==> config.mk <==
export PLATFORM = sky130hd
export DESIGN_NAME = column_sum_controller
export DESIGN_NICKNAME = d
export VERILOG_FILES = /design/src/rtl/column_sum_pkg.sv /design/src/rtl/column_sum_result_reg.sv /design/src/rtl/column_sum_controller.sv
export SDC_FILE = /design/constraint.sdc
export NUM_CORES = 1
export LEC_CHECK = 0
export BUFFER_PORTS_ARGS = -buffer_cell sky130_fd_sc_hd__buf_2
export CORE_ASPECT_RATIO = 0.9
export CORE_UTILIZATION = 47
export DETAILED_ROUTE_END_ITERATION = 16
export HOLD_SLACK_MARGIN = 0.15
export PLACE_DENSITY = 0.77
export SETUP_SLACK_MARGIN = 0.4
export SYNTH_ARGS = -nofsm -noshare
export SYNTH_HDL_FRONTEND = slang
export SYNTH_SLANG_ARGS = --single-unit
==> constraint.sdc <==
create_clock -name clk -period 2.27 [get_ports clk]
set_clock_uncertainty 0.05 [all_clocks]
set_input_delay 0 -clock clk [delete_from_list [all_inputs] [get_ports clk]]
set_output_delay 0 -clock clk [all_outputs]
set_load 0.01 [all_outputs]
==> src/rtl/column_sum_pkg.sv <==
// Shared types and defaults for the column-sum controller and datapath.
// State encoding plus a column-index width helper.
package column_sum_pkg;

  localparam int DATA_W_DEF = 32;
  localparam int TERMS_DEF  = 3;

  typedef enum logic [2:0] {
    IDLE  = 3'd0,
    FETCH = 3'd1,
    ACCUM = 3'd2,
    CHECK = 3'd3,
    WRITE = 3'd4,
    ERR   = 3'd5
  } state_t;

  function automatic int col_width(input int n);
    return (n > 1) ? $clog2(n) : 1;
  endfunction

endpackage

==> src/rtl/column_sum_result_reg.sv <==
// Holding register for one column sum and its index.
// Presents the held value on a valid/ready port until accepted.
module column_sum_result_reg
  import column_sum_pkg::*;
#(
  parameter int DATA_W = DATA_W_DEF,
  parameter int COL_W  = 1
) (
  input  logic              clk,
  input  logic              clr,
  input  logic              capture,
  input  logic [DATA_W-1:0] data_in,
  input  logic [COL_W-1:0]  col_in,
  input  logic              set_valid,
  input  logic              ready,
  output logic [DATA_W-1:0] data,
  output logic [COL_W-1:0]  col,
  output logic              valid,
  output logic              fire
);

  assign fire = valid & ready;

  // Capture the sum on request; valid rises on request, falls on handshake.
  always_ff @(posedge clk or posedge clr) begin
    if (clr) begin
      data  <= '0;
      col   <= '0;
      valid <= 1'b0;
    end else begin
      if (capture) begin
        data <= data_in;
        col  <= col_in;
      end
      if (set_valid) begin
        valid <= 1'b1;
      end else if (fire) begin
        valid <= 1'b0;
      end
    end
  end

endmodule

==> src/rtl/column_sum_controller.sv <==
// Sequencer for the column-sum datapath: fetch, accumulate, check, emit.
// Cross-checks the datapath term counter and reports desync as ERR.
module column_sum_controller
  import column_sum_pkg::*;
#(
  parameter  int DATA_W   = DATA_W_DEF,
  parameter  int NUM_COLS = 8,
  parameter  int TERMS    = TERMS_DEF,
  localparam int COL_W    = col_width(NUM_COLS)
) (
  input  logic              clk,
  input  logic              clr,
  input  logic              start,
  output logic              busy,
  output logic              done,
  output logic              error,
  output logic [COL_W-1:0]  col_addr,
  output logic              fetch_req,
  input  logic              fetch_valid,
  output logic              dp_clr,
  output logic              load_sum,
  input  logic              done_iter,
  input  logic [DATA_W-1:0] sum_out,
  output logic [DATA_W-1:0] result_data,
  output logic [COL_W-1:0]  result_col,
  output logic              result_valid,
  input  logic              result_ready
);

  localparam int K_W = $clog2(TERMS + 1);
  localparam logic [K_W-1:0]   K_LAST   = K_W'(TERMS - 1);
  localparam logic [COL_W-1:0] COL_LAST = COL_W'(NUM_COLS - 1);

  state_t           state_q, state_d;
  logic [COL_W-1:0] col_q, col_d;
  logic [K_W-1:0]   k_q, k_d;
  logic             done_q, done_d;
  logic             capture, set_valid, fire;

  // State, column index, term count and done pulse registers.
  always_ff @(posedge clk or posedge clr) begin
    if (clr) begin
      state_q <= IDLE;
      col_q   <= '0;
      k_q     <= '0;
      done_q  <= 1'b0;
    end else begin
      state_q <= state_d;
      col_q   <= col_d;
      k_q     <= k_d;
      done_q  <= done_d;
    end
  end

  // Next-state and per-state datapath controls.
  always_comb begin
    state_d   = state_q;
    col_d     = col_q;
    k_d       = k_q;
    done_d    = 1'b0;
    dp_clr    = 1'b1;
    fetch_req = 1'b0;
    load_sum  = 1'b0;
    capture   = 1'b0;
    set_valid = 1'b0;
    unique case (state_q)
      IDLE: begin
        if (start) begin
          state_d = FETCH;
          col_d   = '0;
        end
      end
      FETCH: begin
        fetch_req = 1'b1;
        if (fetch_valid) begin
          state_d = ACCUM;
          k_d     = '0;
        end
      end
      ACCUM: begin
        dp_clr   = 1'b0;
        load_sum = 1'b1;
        if (done_iter && (k_q != K_LAST)) begin
          state_d = ERR;
        end else if (k_q == K_LAST) begin
          capture = 1'b1;
          state_d = CHECK;
        end else begin
          k_d = k_q + K_W'(1);
        end
      end
      CHECK: begin
        dp_clr = 1'b0;
        if (done_iter) begin
          set_valid = 1'b1;
          state_d   = WRITE;
        end else begin
          state_d = ERR;
        end
      end
      WRITE: begin
        if (fire) begin
          if (col_q == COL_LAST) begin
            state_d = IDLE;
            done_d  = 1'b1;
          end else begin
            col_d   = col_q + COL_W'(1);
            state_d = FETCH;
          end
        end
      end
      ERR: begin
        if (start) begin
          state_d = FETCH;
          col_d   = '0;
        end
      end
      default: begin
        state_d = IDLE;
      end
    endcase
  end

  assign busy     = (state_q != IDLE) && (state_q != ERR);
  assign error    = (state_q == ERR);
  assign done     = done_q;
  assign col_addr = col_q;

  column_sum_result_reg #(
    .DATA_W (DATA_W),
    .COL_W  (COL_W)
  ) u_result (
    .clk       (clk),
    .clr       (clr),
    .capture   (capture),
    .data_in   (sum_out),
    .col_in    (col_q),
    .set_valid (set_valid),
    .ready     (result_ready),
    .data      (result_data),
    .col       (result_col),
    .valid     (result_valid),
    .fire      (fire)
  );

endmodule
# ---- After elaboration in Yosys (flattened, before gate mapping)
# Index checks and enable logic that the tools add are counted.
dict set report op_classes {
  n_addsub 2
  bitwise_logic 1
  n_reduce_logical 12
  muxes 29
  eq_ne 16
}
# cell count
set ops {}
lappend ops {{3-bit two-way mux} 8}
lappend ops {{1-bit two-way mux} 15}
lappend ops {{3-bit one-hot mux with 5 select lines} 1}
lappend ops {{2-bit != test (second input constant)} 6}
lappend ops {{4-bit AND reduction} 3}
lappend ops {{3-bit == test (second input constant)} 3}
lappend ops {{3-bit by 2-bit == test with 1-bit output (second input constant)} 2}
lappend ops {{2-bit two-way mux} 3}
lappend ops {{3-bit != test (second input constant)} 2}
lappend ops {{3-bit one-hot mux with 2 select lines} 1}
lappend ops {{2-bit nonzero test} 3}
lappend ops {{2-bit one-hot mux with 2 select lines} 1}
lappend ops {{2-bit OR reduction} 2}
lappend ops {{3-bit by 1-bit adder with 3-bit output (second input constant)} 1}
lappend ops {{3-bit by 1-bit == test with 1-bit output (second input constant)} 1}
lappend ops {{3-bit zero test} 1}
lappend ops {{3-bit nonzero test} 1}
lappend ops {{2-bit by 1-bit adder with 2-bit output (second input constant)} 1}
lappend ops {{2-bit == test (second input constant)} 1}
lappend ops {{1-bit logical AND} 2}
lappend ops {{2-bit by 1-bit != test with 1-bit output (second input constant)} 1}
lappend ops {{1-bit bitwise AND} 1}
dict set report totals {
  inputBits 38
  word_cells 67
  ff_bits 45
  output_inout_bits 45
}

# ---- Logic depth before layout (Yosys ltp)
dict set report logic_depth {
  ltp_word 4
  depth_mapped 6
}

# ---- Modules after synthesis
# From an unflattened synthesis, not the netlist that was laid out.
dict set report unflattened {
  hier_cells 144
  hier_area_um2 2132.0
}
# module area_each_um2 cells_each instances seq_area_each_um2
set by_module_without_submodules {}
lappend by_module_without_submodules {column_sum_result_reg 1500.2 79 1 900.9}
lappend by_module_without_submodules {column_sum_controller 631.9 65 1 225.2}

# ---- Least setup slack after synthesis
# Ideal clock, no wire load.
dict set report synth_path {
  path_type {reg2reg}
  from {register col_q[0] (netlist: col_addr[0])}
  to {register col_q[1] (netlist: col_addr[1])}
  arrival_ns 1.496
  setup_time_ns 0.125
  setup_slack_ns 0.600
  path_buffers 0
  period_less_slack_ns 1.670
  path_stages_with_launch 7
  path_cell_list {dfrtp_1 ha_1 ha_1 inv_1 and2_4 o31ai_4 mux2_2}
}
dict set report synth_via {
  elab_chain_cells 4
  elab_cells_between_ends 7
}
# element line_no
set synth_lines {}
lappend synth_lines {{start: declaration} column_sum_controller.sv:35} ;# logic [COL_W-1:0] col_q, col_d;
lappend synth_lines {{start signal: assignment} column_sum_controller.sv:49} ;# col_q <= col_d;
lappend synth_lines {{3-bit by 1-bit adder with 3-bit output} column_sum_controller.sv:107} ;# col_d = col_q + COL_W'(1);
lappend synth_lines {{3-bit two-way mux} column_sum_controller.sv:103} ;# if (col_q == COL_LAST) begin
lappend synth_lines {{3-bit two-way mux} column_sum_controller.sv:102} ;# if (fire) begin
lappend synth_lines {{3-bit one-hot mux with 2 select lines} column_sum_controller.sv:66} ;# unique case (state_q)
# Several ways; a longest one is shown, not always the timed one. The select of a mux whose other input is x is not followed.
# A chain may end at the register's enable or synchronous reset.

# ---- Final worst setup path
dict set report layout_path {
  from {register col_q[0] (netlist: col_addr[0])}
  to {register col_q[2] (netlist: col_addr[2])}
}
# Same word-level chain as after synthesis.

==> run metrics <==
status=complete, no violations; area of the multi-input gates=758 um2; count of pins over their slew limit=0; Reg2Reg Depth=6; Synth top area share=0.569; Hold Crit Class=in -> async; area leader, netlist=dfrtp_1; EDFF count, synth=0; CTS sink cnt=45; worst vdd ir=0.000553 V; DP HPWL=2720 um; Ys Warns=0; R2R setup slack=540 ps; Antenna diodes=0; Final #Nets=310; Final Hold Viols=0; io pins=83; slew margin rel.=0.395; PortBufs=82; CORE AREA=0.00386 mm2; f_max=0.577 GHz; Mapped Area=0.00198 mm2; Area growth syn-to-layout=45.9%; Area contributors post-synth=dfrtp_1 (57%), mux2_1 (18%), mux2_2 (4.0%); Pwr per Cell Area=1020 mW/mm2; synth cell count leaders=dfrtp_1 (45), mux2_1 (31), inv_1 (7), mux2_2 (7); register area=0.00113 mm2; placed cell areas=0.00241 mm2; H-Tree Depth=2; antenna violations before repair=0; CTS tree=built; worst setup path class=reg -> reg; Root Driver=clkbuf_8; routed length per placed instance=14.1 um; Final period util=0.764; Synth Register Bits=45; Final Util=0.747; maximum root-to-sink buffer count=2; first-pass detailed-route iteration total=4; Syn Inst Count=145; min cycle time layout=1730 ps; Tot GR Track Use=0.219; post-synthesis cell type count=33; GRT overflow=0; gpl congestion=0.816; die area=0.00447 mm2; share of layout cells above drive strength 1=0.387; vias in the first global route=1590; reg2reg end=col_addr[2]; Static Leak=1.60 nW; Setup Buffers After CTS=0; # setup viols final=0; most common cell in the netlist=dfrtp_1; share of flip-flops with an asynchronous set or reset=1.00; Critical Path RT=2390 ps; Post-Syn Nets=187; global-route wire length before repair=7480 um; max-cap violation count=0; CP arrival=1860 ps; Reg-to-Reg Start=col_addr[0]; Setup crit start kind=flip-flop; worst slew pin tran=907 ps; Finished Cell Area=0.00289 mm2; DR iter-0 viols=67; die height=63.5 um; num rows=21; top_reg_cell synth=dfrtp_1; Antenna Nets Post-Route=0; worst-skew pair later-pin latency=290 ps; CTS Buf Count=5; Worst-path clk slew=80 ps; DR vias/cell=4.88; Initial Util=0.512; drt total wl=4440 um; RSZ-0062 raised after global routing=false; Die W=70.4 um; Crit Path Max Fanout=5; detailed-route via count=1536; Setup TNS=0 ps; syn avg cell area=13.6 um2; DRC viols=0; CP endpoint kind=flip-flop; largest net degree at the start of global routing=46; Filler Cell Count=251; register area share after synthesis=0.569
==> through the flow <==
stage | instances | power, mW | hold WS (ps) | setup WS (ps)
6_report | 315 | 2.94 | 402 | 537
5_1_grt | 315 | 3.15 | 396 | 451
4_1_cts | 315 | 2.94 | 396 | 524
3_5_place_dp | 268 | 2.40 | 168 | 551
3_3_place_gp | 268 | 2.37 | 166 | 575
2_1_floorplan | 145 | 1.97 | 43.9 | 600
==> layer usage <==
layer / wire, um / track usage
met2: 2240 / 0.385
met4: 58 / 0.0825
met5: 0 / 0
met1: 1890 / 0.258
met3: 253 / 0.0544
==> registers in the layout, indices dropped and copies added (netlist names) <==
| signal | count |
|---|---|
| u_result.data | 32 |
| col_addr | 3 |
| state_q | 3 |
| u_result.col | 3 |
| k_q | 2 |
| done | 1 |
| u_result.valid | 1 |
==> critical path, cell delays in order, from the launching register on <==
cell and delay, ps:
dfrtp_1 430, ha_1 170, ha_1 150, inv_1 50, and2_4 140, o31ai_4 270, mux2_2 360
==> how the worst max path moves through the flow <==
stage                     slack (ps)         from               to  cells past startpoint
after global placement           570   state_q[1]  u_result.col[0]                      4
after floorplan                  600  col_addr[0]      col_addr[1]                      6
after detailed placement         550   state_q[1]  u_result.col[1]                      4
after global routing             450  col_addr[0]      col_addr[0]                      6
final                            540  col_addr[0]      col_addr[2]                      6
after CTS                        520   state_q[1]  u_result.col[1]                      4
==> cell families after synthesis <==
logic type	count (synthesis)	synth area share
buffers and inverters	15	0.0474
AO/OA/AOI/OAI	15	0.0538
flip-flops	45	0.569
multiplexers	39	0.221
AND/OR/NAND/NOR	26	0.0784
adder cells (fa/ha/maj)	4	0.0253
XOR/XNOR	1	0.00443
==> layout make-up <==
class,count,share of cell area
Sequential cell,45,0.391
Timing Repair Buffer,123,0.287
Multi-Input combinational cell,85,0.263
Clock buffer,7,0.0265
Tap cell,46,0.0199
Inverter,8,0.0104
Clock inverter,1,0.00260
==> layout by cell type, fill, tap and decap left out, types with 2 or more instances in the layout <==
cell	instances
buf_2	82
dlygate4sd3_1	39
mux2_2	7
o21ai_0	5
ha_1	4
nand2b_1	2
nand2_1	5
clkbuf_8	5
inv_1	6
nor2b_1	4
nand3_1	2
nor2_1	4
dfrtp_1	44
mux2_1	31
o22ai_1	2
clkbuf_1	2
a21oi_1	3
inv_2	2
==> timing repair <==
action	4_1_cts	5_1_grt
hold endpoints to repair	84	0
gates resized for setup	0	1
hold buffers	39	0
setup endpoints to repair	0	2
==> power by group <==
part	internal [mW]	switching (mW)	total [mW]
sequential	1.09	0.188	1.28
clock	0.218	0.253	0.471
combinational	0.600	0.583	1.18
(Power assumes the default switching activity.)
